$ cat src/rtl/mul_div_unit.sv
// Iterative unsigned multiply/divide unit (MUL, MULHU, DIVU, REMU).
// One shared add / trial-subtract per clock; DATA_W iterations plus one finishing cycle.
module mul_div_unit #(
    parameter int unsigned DATA_W = 32
) (
    input  logic              i_clk,
    input  logic              i_rst,
    input  logic              i_start,
    input  logic [1:0]        i_op,
    input  logic [DATA_W-1:0] i_a,
    input  logic [DATA_W-1:0] i_b,
    output logic              o_busy,
    output logic              o_valid,
    output logic [DATA_W-1:0] o_result
);

    localparam int unsigned CNT_W = $clog2(DATA_W) + 1;
    localparam logic [CNT_W-1:0] LAST = CNT_W'(DATA_W);

    typedef enum logic [1:0] {
        IDLE = 2'd0,
        CALC = 2'd1,
        DONE = 2'd2
    } state_t;

    state_t              state_q, state_d;
    logic [CNT_W-1:0]    cnt_q, cnt_d;
    logic [1:0]          op_q, op_d;
    // opnd: multiplicand for multiply, divisor for divide.
    // shreg: multiplier shift register for multiply, dividend/quotient for divide.
    logic [DATA_W-1:0]   opnd_q, opnd_d;
    logic [DATA_W-1:0]   shreg_q, shreg_d;
    logic [2*DATA_W-1:0] acc_q, acc_d;
    logic [DATA_W:0]     rem_q, rem_d;
    logic [DATA_W-1:0]   result_q, result_d;

    logic              is_div;
    logic [DATA_W:0]   rem_sh;
    logic [DATA_W+1:0] add_x, add_y, add_sum;
    logic              add_cin;
    logic              trial_neg;

    always_comb begin
        is_div  = op_q[1];
        rem_sh  = {rem_q[DATA_W-1:0], shreg_q[DATA_W-1]};
        add_cin = is_div;
        if (is_div) begin
            add_x = {1'b0, rem_sh};
            add_y = {2'b00, opnd_q};
        end else begin
            add_x = {2'b00, acc_q[2*DATA_W-1:DATA_W]};
            add_y = {2'b00, {DATA_W{shreg_q[0]}} & opnd_q};
        end
        // Shared adder: X + (Y ^ {Cin}) + Cin, an add or a subtract.
        add_sum   = add_x + (add_y ^ {(DATA_W+2){add_cin}}) + (DATA_W+2)'(add_cin);
        trial_neg = add_sum[DATA_W+1];
    end

    always_comb begin
        state_d  = state_q;
        cnt_d    = cnt_q;
        op_d     = op_q;
        opnd_d   = opnd_q;
        shreg_d  = shreg_q;
        acc_d    = acc_q;
        rem_d    = rem_q;
        result_d = result_q;
        case (state_q)
            IDLE: begin
                if (i_start) begin
                    op_d    = i_op;
                    opnd_d  = i_op[1] ? i_b : i_a;
                    shreg_d = i_op[1] ? i_a : i_b;
                    acc_d   = '0;
                    rem_d   = '0;
                    cnt_d   = '0;
                    state_d = CALC;
                end
            end
            CALC: begin
                if (cnt_q == LAST) begin
                    case (op_q)
                        2'b00:   result_d = acc_q[DATA_W-1:0];
                        2'b01:   result_d = acc_q[2*DATA_W-1:DATA_W];
                        2'b10:   result_d = shreg_q;
                        default: result_d = rem_q[DATA_W-1:0];
                    endcase
                    state_d = DONE;
                end else begin
                    cnt_d = cnt_q + 1'b1;
                    if (is_div) begin
                        rem_d   = trial_neg ? rem_sh : add_sum[DATA_W:0];
                        shreg_d = {shreg_q[DATA_W-2:0], ~trial_neg};
                    end else begin
                        acc_d   = {add_sum[DATA_W:0], acc_q[DATA_W-1:1]};
                        shreg_d = shreg_q >> 1;
                    end
                end
            end
            DONE:    state_d = IDLE;
            default: state_d = IDLE;
        endcase
    end

    always_ff @(posedge i_clk or posedge i_rst) begin
        if (i_rst) begin
            state_q  <= IDLE;
            cnt_q    <= '0;
            op_q     <= '0;
            opnd_q   <= '0;
            shreg_q  <= '0;
            acc_q    <= '0;
            rem_q    <= '0;
            result_q <= '0;
        end else begin
            state_q  <= state_d;
            cnt_q    <= cnt_d;
            op_q     <= op_d;
            opnd_q   <= opnd_d;
            shreg_q  <= shreg_d;
            acc_q    <= acc_d;
            rem_q    <= rem_d;
            result_q <= result_d;
        end
    end

    assign o_busy   = (state_q != IDLE);
    assign o_valid  = (state_q == DONE);
    assign o_result = result_q;

endmodule

$ cat config.mk
export PLATFORM = sky130hd
export DESIGN_NAME = mul_div_unit
export DESIGN_NICKNAME = d
export VERILOG_FILES = /design/src/rtl/mul_div_unit.sv
export SDC_FILE = /design/constraint.sdc
export NUM_CORES = 1
export LEC_CHECK = 0
export ABC_CLOCK_PERIOD_IN_PS = 7600
export CORE_MARGIN = 8
export CORE_UTILIZATION = 53
export CTS_BUF_LIST = sky130_fd_sc_hd__clkbuf_8 sky130_fd_sc_hd__clkbuf_16
export DETAILED_ROUTE_END_ITERATION = 10
export PLACE_DENSITY = 0.72
export SLEW_MARGIN = 20
export SYNTH_ARGS = -nofsm -noshare
export SYNTH_HDL_FRONTEND = slang
export SYNTH_SLANG_ARGS = --single-unit
$ cat constraint.sdc
create_clock -name i_clk -period 7.6 [get_ports i_clk]
set_clock_uncertainty 0.05 [all_clocks]
set_input_delay 0.76 -clock i_clk [delete_from_list [all_inputs] [get_ports i_clk]]
set_output_delay 0.76 -clock i_clk [all_outputs]
set_load 0.01 [all_outputs]
==> out/results.txt, run 1 <==
clock latency on the worst-skew pair: 500 ps
# nets final: 1377
Worst slew margin: 30.5%
post-synth net total: 1324
commonest non-fill, non-tap cell in the layout: dfrtp_1
hold-fix buffers at CTS: 0
sequential share of the synthesized area: 40.3%
initial antenna violation count: 1
post-synthesis simple-gate area fraction: 11.6%
Synth warnings: 0
CTS tree: yes
prevailing post-synth register cell: dfrtp_1
post-cts sizing count: 0
layout cell share with drive strength beyond 1: 18.6%
ANT nets after route: 0
most frequent cells in the layout: dfrtp_1 (201), nand2_1 (180), o21ai_0 (142), mux2_2 (124), clkdlybuf4s50_1 (101)
Initial Util: 53.7%
Worst Setup Start Kind: register
placed cells: 1569
drt total wl: 35.0 mm
final worst slack: 2520 ps
status: finished, final reports clean
top cell type's share of synthesized area: 40.3%
Final Hold Fails: 0
Finished Layout Cells: 1602
CTS max path bufs: 3
global-route wire length before repair: 56.5 mm
diode count: 0
RSZ-0062 raised after global routing: no
Tot GR Track Use: 24.2%
largest net degree at the start of global routing: 142
DP Wirelength: 23.9 mm
R2R depth: 11
Root Driver: clkbuf_16
Synth async-reset ratio: 100%
area of the core: 0.0233 mm2
Die Wd: 170 um
mapped cell area: 0.0125 mm2
# clock sinks: 202
DR DRC count: 0
crit share post-route: 66.8%
slew of the pin with the lowest slew margin: 1040 ps
Die Y: 170 um
Post-synth EDFFs: 0
grt ovf: 0
Yosys top cell by area: dfrtp_1
Worst EP required: 7890 ps
Detailed Route Iter0 Violations: 899
Synth Instances: 1221
Num CTS Buffers: 22
Setup Viol. Count Final: 0
Worst Hold Path Cells: 2
hold crit path type: register to register
clk slew on worst S/H paths: 60 ps
post-place setup slack: 2610 ps
Max Cap Viol: 0
Vias: 10077
fmax: 197 MHz
XOR/XNOR Fraction of Synth Area: 2.03%
post-route setup TNS: 0 ps
Synth area leaders: dfrtp_1 (40%), mux2_2 (11%), mux4_2 (5.8%), o21ai_0 (5.7%), nand2_1 (5.5%)
max-slew violation count: 0
crit path time final: 5080 ps
die area: 0.0288 mm2
GPL Wtd Cong: 0.927
routed length per instance: 21.9 um
post-synthesis compound-gate area fraction: 17.3%
mux share of post-synthesis cell area: 22.0%
area grow syn2layout: 15.0%
Cell Rows: 56
Synth cell types: 65
CP Class: register to register
Post-Synth Adder-Cell Area: 3.45%
crit end category: register
IO Port Bufs: 102
vias per std cell: 6.29
DRT Pass-1 Iters: 5
io pins: 103
H-tree Lvls: 1
largest family of logic cells by synthesized area: multiplexers
post-CTS setup buffer count: 0
Max Fanout on Critical Path: 79
vias in the first global route: 9940
Syn Area/Cell: 10.3 um2
Arrival @ worst endpoint: 5370 ps
#FFs+latches synth: 202
## worst max-delay path: stages, from the launching register on
cell,delay [ps]
dfrtp_4,1080
buf_4,770
mux2_2,420
ha_1,380
a21oi_1,250
o21bai_1,100
a21oi_1,210
o22a_1,230
a311oi_4,140
o21a_4,260
nor2_4,790
o311ai_1,190
## final cells by class
class | instances | area, um2
Sequential cell | 202 | 5060
Inverter | 15 | 63.8
Clock buffer | 25 | 603
Multi-Input combinational cell | 916 | 7120
Timing Repair Buffer | 117 | 1130
Tap cell | 319 | 399
Clock inverter | 8 | 32.5
Fill cell | 1911 | 8920
## synth_stat cells (3+ instances only)
master and n:
and3_1 4, dfrtp_1 202, a31oi_1 5, mux4_2 32
a22o_1 34, o21ai_0 143, or3_1 5, and2_1 10
o31ai_1 6, mux2i_1 64, nor3_1 6, clkbuf_1 65
nand2b_1 9, a41oi_1 6, nand3_1 15, o311ai_2 15
mux2_2 124, buf_1 15, a211oi_1 5, xor2_1 19
ha_1 33, o211ai_1 10, buf_2 6, inv_1 15
o21ai_1 5, xnor2_1 10, nand2_1 182, o311ai_1 6
a21oi_1 45, nor2_1 21, a21o_1 12, nor3b_1 3
nor2b_1 9, nand3b_1 3, nand4_1 36
## stage by stage
step | util, % | hold WS, ps | cell area (um2)
2_1_floorplan | - | 408 | 12500
3_3_place_gp | 59.0 | 426 | 13800
3_5_place_dp | 59.0 | 434 | 13800
4_1_cts | 61.8 | 447 | 14400
5_1_grt | 61.8 | 462 | 14400
6_report | 61.8 | 447 | 14400
## logic make-up after synthesis
logic type                 after synthesis
DFF                                    202
xor gates and xnor gates                29
AOI/OAI and AO/OA                      320
adders and majority gates               34
buffers and inverters                  103
muxes                                  220
and+or+nand+nor                        313
## state kept, by name, summed over array words and instances, names as in the netlist
name      count
rem_q        32
op_q          2
state_q       2
cnt_q         6
shreg_q      32
opnd_q       32
o_result     32
acc_q        64
## worst paths after layout
path / start / to / slack [ps]
worst min-delay path: opnd_q[10]$_DFFE_PP0P_ / opnd_q[10]$_DFFE_PP0P_ / 450
min in group asynchronous: i_rst / opnd_q[23]$_DFFE_PP0P_ / 800
worst min register to register: opnd_q[10]$_DFFE_PP0P_ / opnd_q[10]$_DFFE_PP0P_ / 450
max in group asynchronous: i_rst / rem_q[10]$_DFFE_PP0P_ / 5340
worst max-delay path: op_q[1]$_DFFE_PP0P_ / rem_q[18]$_DFFE_PP0P_ / 2520
worst max register to register: op_q[1]$_DFFE_PP0P_ / rem_q[18]$_DFFE_PP0P_ / 2520
## per-layer routing
| metal | routed length, um | vias up | GRT usage [%] | share of wire, % |
|---|---|---|---|---|
| met5 | 0 | - | 0 | 0 |
| met4 | 539 | 0 | 5.35 | 1.5 |
| met3 | 2520 | 34 | 4.26 | 7.2 |
| met2 | 15500 | 356 | 36.5 | 44 |
| met1 | 16400 | 5055 | 35.9 | 47 |
| li1 | - | 4632 | - | - |
Power of run 1 is not shown: default switching activity piles up to over one toggle a cycle in this logic, so the estimate is an artifact.
==> run 2, diff against run 1 <==
ABC_CLOCK_PERIOD_IN_PS = 4300   (was 7600)
PLACE_DENSITY = 0.75   (was 0.72)
clock period = 4.3 ns   (was 7.6 ns; I/O delays follow)
==> out/results.txt, run 2 (synthesis gave the netlist of run 1 again) <==
status: finished, final reports clean (unchanged)
largest net degree at the start of global routing: 88 (was 142)
crit share post-route: 92.7% (was 66.8%)
hold-fix buffers at CTS: 0 (unchanged)
Max Fanout on Critical Path: 66 (was 79)
Cell Rows: 56 (unchanged)
vias in the first global route: 9861 (was 9940)
DR DRC count: 0 (unchanged)
clock latency on the worst-skew pair: 510 ps (was 500 ps)
Num CTS Buffers: 23 (was 22)
post-cts sizing count: 0 (unchanged)
Final Hold Fails: 0 (unchanged)
die area: 0.0288 mm2 (unchanged)
Tot GR Track Use: 24.3% (was 24.2%)
Worst slew margin: 28.1% (was 30.5%)
slew of the pin with the lowest slew margin: 1080 ps (was 1040 ps)
post-CTS setup buffer count: 0 (unchanged)
Initial Util: 53.7% (unchanged)
Arrival @ worst endpoint: 4290 ps (was 5370 ps)
global-route wire length before repair: 56.3 mm (was 56.5 mm)
CTS max path bufs: 3 (unchanged)
Top reg by flops: acc_q (unchanged)
Max Cap Viol: 0 (unchanged)
Die Wd: 170 um (unchanged)
Die Y: 170 um (unchanged)
H-tree Lvls: 1 (unchanged)
post-route setup TNS: 0 ps (unchanged)
Setup Viol. Count Final: 0 (unchanged)
DRT Pass-1 Iters: 7 (was 5)
crit end category: register (unchanged)
diode count: 0 (unchanged)
CP Class: register to register (unchanged)
grt ovf: 0 (unchanged)
area of the core: 0.0233 mm2 (unchanged)
Detailed Route Iter0 Violations: 925 (was 899)
Worst Setup Start Kind: register (unchanged)
max-slew violation count: 0 (unchanged)
RSZ-0062 raised after global routing: no (unchanged)
CTS tree: yes (unchanged)
most frequent cells in the layout: dfrtp_1 (201), nand2_1 (181), o21ai_0 (142), mux2_2 (124), clkdlybuf4s50_1 (101) (was dfrtp_1 (201), nand2_1 (180), o21ai_0 (142), mux2_2 (124), clkdlybuf4s50_1 (101))
routed length per instance: 21.6 um (was 21.9 um)
Finished Layout Cells: 1625 (was 1602)
DP Wirelength: 25.3 mm (was 23.9 mm)
area grow syn2layout: 16.9% (was 15.0%)
vias per std cell: 6.30 (was 6.29)
max reg flops: 64 (unchanged)
# nets final: 1393 (was 1377)
ANT nets after route: 0 (unchanged)
placed cells: 1584 (was 1569)
Worst EP required: 4600 ps (was 7890 ps)
GPL Wtd Cong: 0.908 (was 0.927)
hold crit path type: input pin to async pin (was register to register)
IO Port Bufs: 102 (unchanged)
crit path time final: 3990 ps (was 5080 ps)
commonest non-fill, non-tap cell in the layout: dfrtp_1 (unchanged)
# clock sinks: 202 (unchanged)
drt total wl: 35.1 mm (was 35.0 mm)
layout cell share with drive strength beyond 1: 19.8% (was 18.6%)
io pins: 103 (unchanged)
Vias: 10235 (was 10077)
clk slew on worst S/H paths: 60 ps (about the same)
initial antenna violation count: 0 (was 1)
Root Driver: clkbuf_16 (unchanged)
fmax: 251 MHz (was 197 MHz)
==> run 2: path summary, 6_finish.rpt <==
kind                                       start                  endpoint  slack [ps]  cells after the start
min                                        i_rst    opnd_q[21]$_DFFE_PP0P_         350                      2
max reg2reg                  op_q[1]$_DFFE_PP0P_     rem_q[19]$_DFFE_PP0P_         310                     11
max in group asynchronous                  i_rst  o_result[27]$_DFFE_PP0P_        2880                      3
min reg2reg                acc_q[46]$_DFFE_PP0P_     acc_q[46]$_DFFE_PP0P_         450                      2
max                          op_q[1]$_DFFE_PP0P_     rem_q[19]$_DFFE_PP0P_         310                     11
min in group i_clk         acc_q[46]$_DFFE_PP0P_     acc_q[46]$_DFFE_PP0P_         450                      2
==> run 2: layout make-up <==
class | count | area, um2
Fill cell | 1862 | 8680
Sequential cell | 202 | 5060
Multi-Input combinational cell | 916 | 7110
Tap cell | 319 | 399
Timing Repair Buffer | 132 | 1290
Inverter | 15 | 60.1
Clock inverter | 11 | 52.6
Clock buffer | 30 | 672
==> run 2: critical path, cell delays in order (launching register included) <==
cell	delay [ps]
dfrtp_4	450
buf_12	300
buf_4	240
mux2_2	340
ha_1	360
a21oi_1	270
nand4_1	210
o211ai_2	270
a311oi_4	140
o21a_4	270
nor2_4	700
o311ai_1	180
==> run 2: metrics by stage <==
stage,area [um2],hold slack (ps),worst slack [ps],util (%)
5_1_grt,14600,427,97.5,62.8
3_3_place_gp,13900,433,430,59.7
3_5_place_dp,13900,437,323,59.7
6_report,14600,353,312,62.8
4_1_cts,14600,369,324,62.8
2_1_floorplan,12500,408,192,-
==> run 2: layer usage <==
layer | GRT usage, % | wire length, um | part of all wire [%] | up-vias
met5 | 0 | 0 | 0 | -
met4 | 6.62 | 804 | 2.3 | 0
met3 | 4.26 | 2850 | 8.1 | 51
met2 | 37.4 | 16000 | 46 | 428
met1 | 34.7 | 15400 | 44 | 5070
li1 | - | - | - | 4686
Power of run 2 is left out for the same reason.
